[src/rtl/pc_ret_stack.sv]
// pc_ret_stack: program counter register plus a hardware return-address LIFO.
// It sits directly after the PC-source select mux. PC_COUNT is loaded from
// the mux output or incremented. CALL/RET push and pop the pre-edge PC.
// STACK_TOP feeds back to the mux FROM_STACK input.
//
// Ports:
//   CLK, RST          rising-edge clock; synchronous active-high reset
//   D_IN              next address from the PC-source mux
//   PC_LD, PC_INC     PC update controls (load has priority over increment)
//   PUSH, POP         return-stack controls (CALL / RET)
//   PC_COUNT          registered program counter
//   STACK_TOP         current top entry, or 0 when the stack is empty
//   STACK_EMPTY/FULL  occupancy flags
//   STACK_ERR         sticky overflow/underflow flag, cleared only by reset
module pc_ret_stack #(
  parameter int n     = 10,
  parameter int DEPTH = 8
) (
  input  logic         CLK,
  input  logic         RST,
  input  logic [n-1:0] D_IN,
  input  logic         PC_LD,
  input  logic         PC_INC,
  input  logic         PUSH,
  input  logic         POP,
  output logic [n-1:0] PC_COUNT,
  output logic [n-1:0] STACK_TOP,
  output logic         STACK_EMPTY,
  output logic         STACK_FULL,
  output logic         STACK_ERR
);

  localparam int AW  = $clog2(DEPTH);
  localparam int SPW = $clog2(DEPTH + 1);
  localparam logic [SPW-1:0] SP_MAX = SPW'(DEPTH);

  logic [n-1:0]   mem [DEPTH];
  logic [SPW-1:0] sp, sp_nxt;
  logic [AW-1:0]  top_idx, wr_idx;
  logic           wr_en, err_set;

  assign STACK_EMPTY = (sp == '0);
  assign STACK_FULL  = (sp == SP_MAX);

  // DEPTH is a power of two, so the low AW bits of sp minus one give sp-1.
  // This also holds at sp==DEPTH, where those low bits wrap to 0.
  assign top_idx   = sp[AW-1:0] - AW'(1);
  // An empty stack reads 0, so unwritten entries are never exposed.
  assign STACK_TOP = STACK_EMPTY ? '0 : mem[top_idx];

  always_comb begin
    sp_nxt  = sp;
    wr_en   = 1'b0;
    wr_idx  = sp[AW-1:0];
    err_set = 1'b0;
    case ({PUSH, POP})
      2'b10: begin
        if (!STACK_FULL) begin
          wr_en  = 1'b1;
          sp_nxt = sp + SPW'(1);
        end else begin
          err_set = 1'b1;
        end
      end
      2'b01: begin
        if (!STACK_EMPTY) sp_nxt = sp - SPW'(1);
        else              err_set = 1'b1;
      end
      2'b11: begin
        wr_en = 1'b1;
        if (!STACK_EMPTY) begin
          // Replace the top in place: the pop and the push cancel out.
          wr_idx = top_idx;
        end else begin
          // Nothing to pop, so the push still lands and the pop is flagged.
          wr_idx  = '0;
          sp_nxt  = SPW'(1);
          err_set = 1'b1;
        end
      end
      default: ;
    endcase
  end

  always_ff @(posedge CLK) begin
    if (RST) begin
      PC_COUNT  <= '0;
      sp        <= '0;
      STACK_ERR <= 1'b0;
    end else begin
      if (PC_LD)       PC_COUNT <= D_IN;
      else if (PC_INC) PC_COUNT <= PC_COUNT + n'(1);
      sp <= sp_nxt;
      if (err_set) STACK_ERR <= 1'b1;
    end
  end

  // The value pushed is the pre-edge PC. Reset blocks the write.
  always_ff @(posedge CLK) begin
    if (!RST && wr_en) mem[wr_idx] <= PC_COUNT;
  end

endmodule

[config.mk]
export PLATFORM = sky130hd
export DESIGN_NAME = pc_ret_stack
export DESIGN_NICKNAME = d
export VERILOG_FILES = /design/src/rtl/pc_ret_stack.sv
export SDC_FILE = /design/constraint.sdc
export NUM_CORES = 1
export LEC_CHECK = 0
export CELL_PAD_IN_SITES_DETAIL_PLACEMENT = 1
export CELL_PAD_IN_SITES_GLOBAL_PLACEMENT = 2
export CORE_MARGIN = 5
export CORE_UTILIZATION = 44
export DETAILED_ROUTE_END_ITERATION = 8
export PLACE_DENSITY_LB_ADDON = 0.08
export SETUP_SLACK_MARGIN = 0.5
export SYNTH_ARGS = -nofsm -noshare
export SYNTH_HDL_FRONTEND = slang
export SYNTH_SLANG_ARGS = --single-unit
[constraint.sdc]
create_clock -name CLK -period 6.1 [get_ports CLK]
set_clock_uncertainty 0.1 [all_clocks]
set_input_delay 0.61 -clock CLK [delete_from_list [all_inputs] [get_ports CLK]]
set_output_delay 0.61 -clock CLK [all_outputs]
set_load 0.02 [all_outputs]
Word level (Yosys, flattened, before mapping)
Memory sizes are Yosys's and may differ from the RTL's. Index checks and enable logic that the tools add are counted.

Flip-flop bits (word level): 15. Bits in latches: 0. Memory bits (writable): 80. Bits in read-only memories: 0. Output and inout port bits: 23. Logic and storage cells: 38. Memories: 1.

Memory list: mem (words 8, bits a word 10, read ports 1, clocked after memory_dff 0, write ports 1, RTL line 37) `logic [n-1:0] mem [DEPTH];`.

Add/sub/neg operators: 4. Multiply operators: 0. Div/mod/pow operators: 0. Order comparisons: 0. Equal/unequal tests: 7. Shifts and indexed selects: 0. Multiplexer cells: 16. Bitwise gates (word level): 0. Reductions and logical operators: 7.

Operators by type and width (number): $mux 10 (3); $mux 4 (3); $pmux 4 s3 (1); $add 10x1->10 const B (1); $mux 3 (2); $ne 2x2->1 const B (3); $mux 1 (5); $add 4x1->4 const B (1); $eq 2x2->1 const B (2); $eq 4x4->1 const B (1); $logic_not 4->1 (1); $pmux 1 s2 (2); $reduce_and 4->1 (1); $sub 4x1->4 const B (1); $reduce_bool 3->1 (1); $sub 3x1->3 const B (1); $eq 2x1->1 const B (1); $reduce_bool 2->1 (1); $reduce_or 2->1 (1); $logic_and 1x1->1 (1); $logic_not 1->1 (1).

Depth between registers and ports, before layout
Gate-level depths: netlist of the first run.

Word-level depth: 6. Depth in mapped cells: 10. Gate-level depth less buffers: 6.

Least setup slack after synthesis of the first run
OpenSTA, ideal clock, no wires.

Path kind: register -> register. From: register sp[0]. To: memory mem[1][0], enable pin. Library setup time: 380 ps. Arrival: 2689 ps. Data required time: 5620 ps. Slack: 2930 ps. Cell stages (with the launch flop): 10. Buffers on the path: 3. Clock period less this slack: 3170 ps. Cells stage by stage: dfxtp_1 buf_4 buf_2 inv_1 ha_1 buf_2 nor3b_1 o32ai_1 nand2b_1 a21oi_1.

RTL lines: from (decl) (RTL line 38) `logic [SPW-1:0] sp, sp_nxt;`; from (signal assigned) (RTL line 93) `sp <= sp_nxt;`; $logic_not 4->1 (RTL line 42) `assign STACK_EMPTY = (sp == '0);`; named net STACK_EMPTY (RTL line 28) `output logic STACK_EMPTY,`; $mux 3 (RTL line 71) `if (!STACK_EMPTY) begin`; $mux 3 (RTL line 56) `case ({PUSH, POP})`; to (decl) (RTL line 37).

The timed path passes the listed nets, and every way through them passes these cells.

Worst setup path after layout of the first run
From: register sp[0]. To: output port STACK_TOP[8].

Longest elaborated chain between the ends: 3.

Ends and longest elaborated chain: $sub 3x1->3 (RTL line 47) `assign top_idx = sp[AW-1:0] - AW'(1);`; $mem_v2 8x10; $mux 10 (*) (RTL line 49) `assign STACK_TOP = STACK_EMPTY ? '0 : mem[top_idx];`; to (decl) (RTL line 27) `output logic [n-1:0] STACK_TOP,`.

Every way passes the cells marked *; elsewhere a longest branch is shown, timed or not.

==> impl_metrics.json, run 1 <==
{
  "synth_edf_count": 80,
  "fin_cells": 456,
  "numCtsBuffers": 9,
  "grt_pass1_vias": 2641,
  "fin_util": 0.5243,
  "grt_use_total": 0.1713,
  "syn-cell-area_sq_um": 4169,
  "cp-end-kind": "output port",
  "routed_via_density": 5.546,
  "maxSlewViolCount": 0,
  "drtIter0Drc": 140,
  "insertion_delay_ps": 360,
  "vdd_drop_max_mv": 0.1014,
  "synth_most_common_cell": "edfxtp_1",
  "fp-row-count": 35,
  "crit_arrival_ps": 3750,
  "ys_async_sr_fraction": 0,
  "synthToLayoutAreaGrowth_pct": 16.21,
  "p_leak_nw": 1.559,
  "synthesis.nets": 306,
  "start_kind": "register",
  "cts-root-buf": "clkbuf_8",
  "drt_wl_total_mm": 9.375,
  "finalCritPeriodShare": 0.7306,
  "fp.dieW_microns": 107.3,
  "tns_ps": 0,
  "place_area_sq_um": 4658,
  "cp_cell_sequence": "buf_4 > inv_1 > ha_1 > mux4_2 > a22o_1 > a221o_1 > clkdlybuf4s50_1",
  "path_max_fanout": 31,
  "setup_viol": 0,
  "synth-seq-cells": 95,
  "synth_flop_cell": "edfxtp_1",
  "cp.required_ps": 5390,
  "via_count": 2529,
  "synthCells": 287,
  "dr.pass1.iters": 4,
  "drive_above_1_share": 0.1346,
  "grt_pass1_wl_mm": 14.84,
  "cts_tree": "yes",
  "clk_path_buf_depth": 2,
  "fin_crit_ps": 4457,
  "fmax_mhz": 224.4,
  "cts_setup_buffers": 0,
  "synth.avg_cell_area_sq_um": 14.53,
  "die_h_microns": 107.3,
  "yosysUniqueCellTypes": 44,
  "num-fill-cells": 922,
  "slowest_stage": "ha_1",
  "grt_overflow_total": 0,
  "netlist.area_leader.share": 0.5762,
  "outcome": "finished, final reports clean",
  "final_nets": 341,
  "synth_common_cells": "80 x edfxtp_1, 26 x o21ai_0, 22 x nand2_1, 20 x mux4_2, 15 x dfxtp_1",
  "wl_per_cell_microns": 20.56,
  "start_util": 0.4512,
  "grt_max_degree": 32,
  "gp_congestion": 0.7398,
  "synth-warning-count": 0,
  "clk_pin_slew_ps": 100,
  "cts-resized-gates": 0,
  "cts_max_level": 3,
  "holdCritPathClass": "reg -> reg",
  "ys_seq_area_frac": 0.6483,
  "synth_area_leader_cell": "edfxtp_1",
  "pin_count": 39,
  "drc": 0,
  "ant_nets": 0,
  "slowest_delay_ps": 960,
  "portBuffers": 38,
  "dieArea_sq_um": 11520,
  "hpwl_mm": 6.123,
  "maxCapViolCount": 0,
  "criticalPathCategory": "reg -> out",
  "final_hold_viol_count": 0,
  "pwr_density_cell_nw_per_um2": 307.3,
  "multiInputGateArea_sq_um": 1376,
  "antenna_found_initial": 0,
  "cts_sinks": 95,
  "seq_area_sq_um": 2703,
  "cts_hold_buf": 0,
  "antenna_cells": 0,
  "finalInstanceArea_sq_um": 4845,
  "worst_pin_slew_ps": 1202,
  "synth_area_leaders": "edfxtp_1 58%, mux4_2 11%, dfxtp_1 7.2%",
  "slew_headroom": 0.1967,
  "dp.cells": 440,
  "coreArea_sq_um": 9240,
  "rsz0062_at_grt": "false"
}
-- through the flow --
step           power, mW  hold WS [ps]  worst slack (ps)
2_1_floorplan     0.9876         396.0              2930
3_3_place_gp       1.110         349.5              2053
3_5_place_dp       1.117         377.0              1958
6_report           1.489         392.1              1643
4_1_cts            1.505         400.8              1558
5_1_grt            1.559         477.3              1371
-- cells in the final DEF (no fill, tap or decap), types with 3 or more instances in the layout --
| cell type | count |
|---|---|
| and3_1 | 3 |
| dfxtp_1 | 15 |
| nor2_1 | 13 |
| clkbuf_8 | 9 |
| nand3b_1 | 4 |
| nor2b_1 | 5 |
| xnor2_1 | 5 |
| clkdlybuf4s50_1 | 38 |
| buf_4 | 3 |
| mux4_2 | 20 |
| a211oi_1 | 3 |
| nand2_1 | 22 |
| ha_1 | 3 |
| o21ai_0 | 26 |
| inv_1 | 3 |
| clkinv_4 | 3 |
| nor3b_1 | 5 |
| o22ai_1 | 3 |
| nand4_1 | 11 |
| edfxtp_1 | 80 |
| nand2b_1 | 4 |
| xor2_1 | 6 |
| a21oi_1 | 13 |
-- final cells by class --
class                           instances  share of cell area
Clock inverter                          7             0.01291
Sequential cell                        95              0.5579
Timing Repair Buffer                   41             0.08316
Inverter                                4            0.003099
Multi-Input combinational cell        171              0.2841
Tap cell                              129             0.03332
Clock buffer                            9             0.02557
-- power by group --
part | total, mW | switching (mW) | internal (mW)
clock network | 0.393 | 0.237 | 0.157
logic | 0.339 | 0.178 | 0.160
registers | 0.757 | 0.0265 | 0.730
-- final timing paths --
kind         cells past startpoint       from           end  slack, ps
max                              7      sp[0]  STACK_TOP[8]       1640
min                              2  STACK_ERR     STACK_ERR        390
max reg2reg                      6      sp[0]     mem[0][0]       2300
min reg2reg                      2  STACK_ERR     STACK_ERR        390
-- state kept, by name, summed over array words and instances (netlist names) --
| name | cells |
|---|---|
| STACK_ERR | 1 |
| mem | 80 |
| PC_COUNT | 10 |
| sp | 4 |
-- worst max-delay path, delay by kind of cell (launching register included) --
family                   cells  cell delay [ps]
multiplexers                 1              440
buffers and inverters        3             1180
adder cells (fa/ha/maj)      1              960
flip-flops                   1              320
AO/OA/AOI/OAI                2              490
-- cells by family after synthesis --
family          synth area share
compound gates           0.07263
xor+xnor                 0.02311
fa+ha+maj               0.009005
buf+inv                  0.02161
flops                     0.6483
mux                       0.1182
simple gates              0.1071
-- layer usage --
metal  up-vias  wire length, microns  GRT usage  part of all wire
met1      1279                  4364     0.2474              0.47
met2        60                  4491     0.2685              0.48
met5         -                     0          0                 0
li1       1183                     -          -                 -
met4         0                    74    0.05681            0.0079
met3         7                   445    0.02400             0.047
Power figures use the tool's default switching activity.
==> run 2: changes to the inputs <==
--- a/config.mk
+++ b/config.mk
@@ -8,7 +8,7 @@
 export CELL_PAD_IN_SITES_DETAIL_PLACEMENT = 1
 export CELL_PAD_IN_SITES_GLOBAL_PLACEMENT = 2
 export CORE_MARGIN = 5
-export CORE_UTILIZATION = 44
+export CORE_UTILIZATION = 41
 export DETAILED_ROUTE_END_ITERATION = 8
 export PLACE_DENSITY_LB_ADDON = 0.08
 export SETUP_SLACK_MARGIN = 0.5
==> constraint.sdc (replaced) <==
create_clock -name CLK -period 4.4 [get_ports CLK]
set_clock_uncertainty 0.1 [all_clocks]
set_input_delay 0.44 -clock CLK [delete_from_list [all_inputs] [get_ports CLK]]
set_output_delay 0.44 -clock CLK [all_outputs]
set_load 0.02 [all_outputs]
==> impl_metrics.json, run 2 (synthesis gave the netlist of run 1 again) <==
{
  "outcome": "finished, final reports clean",
  "cts-resized-gates": 0,
  "insertion_delay_ps": 360,
  "wl_per_cell_microns": 20.50,
  "cp.required_ps": 3860,
  "via_count": 2525,
  "fin_crit_ps": 3556,
  "path_max_fanout": 12,
  "worst_pin_slew_ps": 820.0,
  "grt_pass1_wl_mm": 15.23,
  "antenna_cells": 0,
  "tns_ps": 0,
  "slew_headroom": 0.4522,
  "maxCapViolCount": 0,
  "seq_area_sq_um": 2703,
  "largest_reg_flops": 80,
  "final_common_cell": "edfxtp_1",
  "cts-root-buf": "clkbuf_8",
  "coreArea_sq_um": 9864,
  "drc": 0,
  "pin_count": 39,
  "timing.rr.start": "sp[0]",
  "place_area_sq_um": 4716,
  "setup_viol": 0,
  "drt_wl_total_mm": 9.573,
  "fmax_mhz": 281.2,
  "hpwl_mm": 6.295,
  "min_to": "STACK_ERR",
  "rsz0062_at_grt": "false",
  "mostFrequentLayoutCells": "80 x edfxtp_1, 38 x clkdlybuf4s50_1, 26 x o21ai_0, 22 x nand2_1, 20 x mux4_2",
  "r2r_cells": 7,
  "p_leak_nw": 1.606,
  "start_kind": "register",
  "top_register": "mem",
  "grt_overflow_total": 0,
  "final_hold_viol_count": 0,
  "r2r_end": "mem[0][4]",
  "grt_pass1_vias": 2705,
  "fp-row-count": 36,
  "holdCritPathClass": "reg -> reg",
  "fp.dieW_microns": 110.8,
  "cts_max_level": 3,
  "finalCritPeriodShare": 0.8082,
  "clk_path_buf_depth": 2,
  "vdd_drop_max_mv": 0.1610,
  "grt_use_total": 0.1598,
  "r2r_setup_slack_ps": 1890,
  "maxSlewViolCount": 0,
  "cp-end-kind": "output port",
  "top_regs": "mem: 80 flops, PC_COUNT: 10 flops, sp: 4 flops",
  "grt_max_degree": 31,
  "ant_nets": 0,
  "portBuffers": 38,
  "synthToLayoutAreaGrowth_pct": 18.04,
  "finalInstanceArea_sq_um": 4921,
  "gp_congestion": 0.7149,
  "drtIter0Drc": 79,
  "start_util": 0.4226,
  "multiInputGateArea_sq_um": 1376,
  "dieArea_sq_um": 12280,
  "cts_setup_buffers": 0,
  "num-fill-cells": 990,
  "dr.pass1.iters": 4,
  "antenna_found_initial": 0,
  "cts_tree": "yes",
  "drive_above_1_share": 0.1527,
  "pwr_density_cell_nw_per_um2": 432.8,
  "cts_hold_buf": 0,
  "numCtsBuffers": 9,
  "final_nets": 348,
  "hold_depth": 2,
  "crit_arrival_ps": 3020,
  "routed_via_density": 5.407,
  "die_h_microns": 110.8,
  "cts_sinks": 95,
  "hold_start": "STACK_ERR",
  "criticalPathCategory": "reg -> out",
  "clk_pin_slew_ps": 100
}
[run 2: cell count changes in the layout (fill, tap and decap cells not counted)]
cell,delta
buf_4,+7
bufinv_16,+1
clkinv_4,-3
inv_6,+3
inv_8,-1
[run 2: worst max-delay path by stage]
stage               start  cells after the start      endpoint  slack (ps)
finish              sp[0]                      7  STACK_TOP[6]         840
global route        sp[0]                      7  STACK_TOP[1]         580
CTS                 sp[0]                      7  STACK_TOP[5]         820
detailed placement  sp[0]                      7  STACK_TOP[6]        1240
global placement    sp[1]                      7  STACK_TOP[8]        1310
floorplan           sp[0]                      9     mem[1][0]        1230
[run 2: metrics by stage]
stage	hold WS [ps]	std cells	worst slack, ps	utilization	total power, mW
detailed placement	396.0	451	1236	0.4781	1.555
floorplan	396.0	287	1230	-	1.369
global placement	366.4	451	1309	0.4781	1.545
finish	402.6	467	843.9	0.4989	2.130
CTS	419.6	467	820.6	0.4989	2.157
global route	440.6	467	576.2	0.4989	2.232
[run 2: worst max-delay path, cell delays in order, from the launching register on]
cell,delay [ps]
dfxtp_1,320
inv_1,130
ha_1,400
nor2b_1,370
and2_1,510
o21ai_0,190
nand2_1,130
clkdlybuf4s50_1,610
[run 2: metal layers]
layer	vias up	GRT usage	wire (microns)
met2	45	0.2581	4585
met4	0	0.04187	93
met5	-	0	0
li1	1200	-	-
met3	7	0.03548	279
met1	1273	0.2193	4615
[run 2: area by class of cell]
| class | instances | area share |
|---|---|---|
| Tap cell | 133 | 0.03382 |
| Sequential cell | 95 | 0.5492 |
| Clock buffer | 9 | 0.02517 |
| Multi-Input combinational cell | 171 | 0.2797 |
| Inverter | 4 | 0.003051 |
| Clock inverter | 7 | 0.01653 |
| Timing Repair Buffer | 48 | 0.09255 |
[run 2: report_power, final]
part	internal, mW	leakage (nW)	switching (mW)
Sequential	1.01	0.859	0.0369
Clock	0.274	0.107	0.331
Combinational	0.226	0.640	0.250
Total	1.51	1.61	0.618
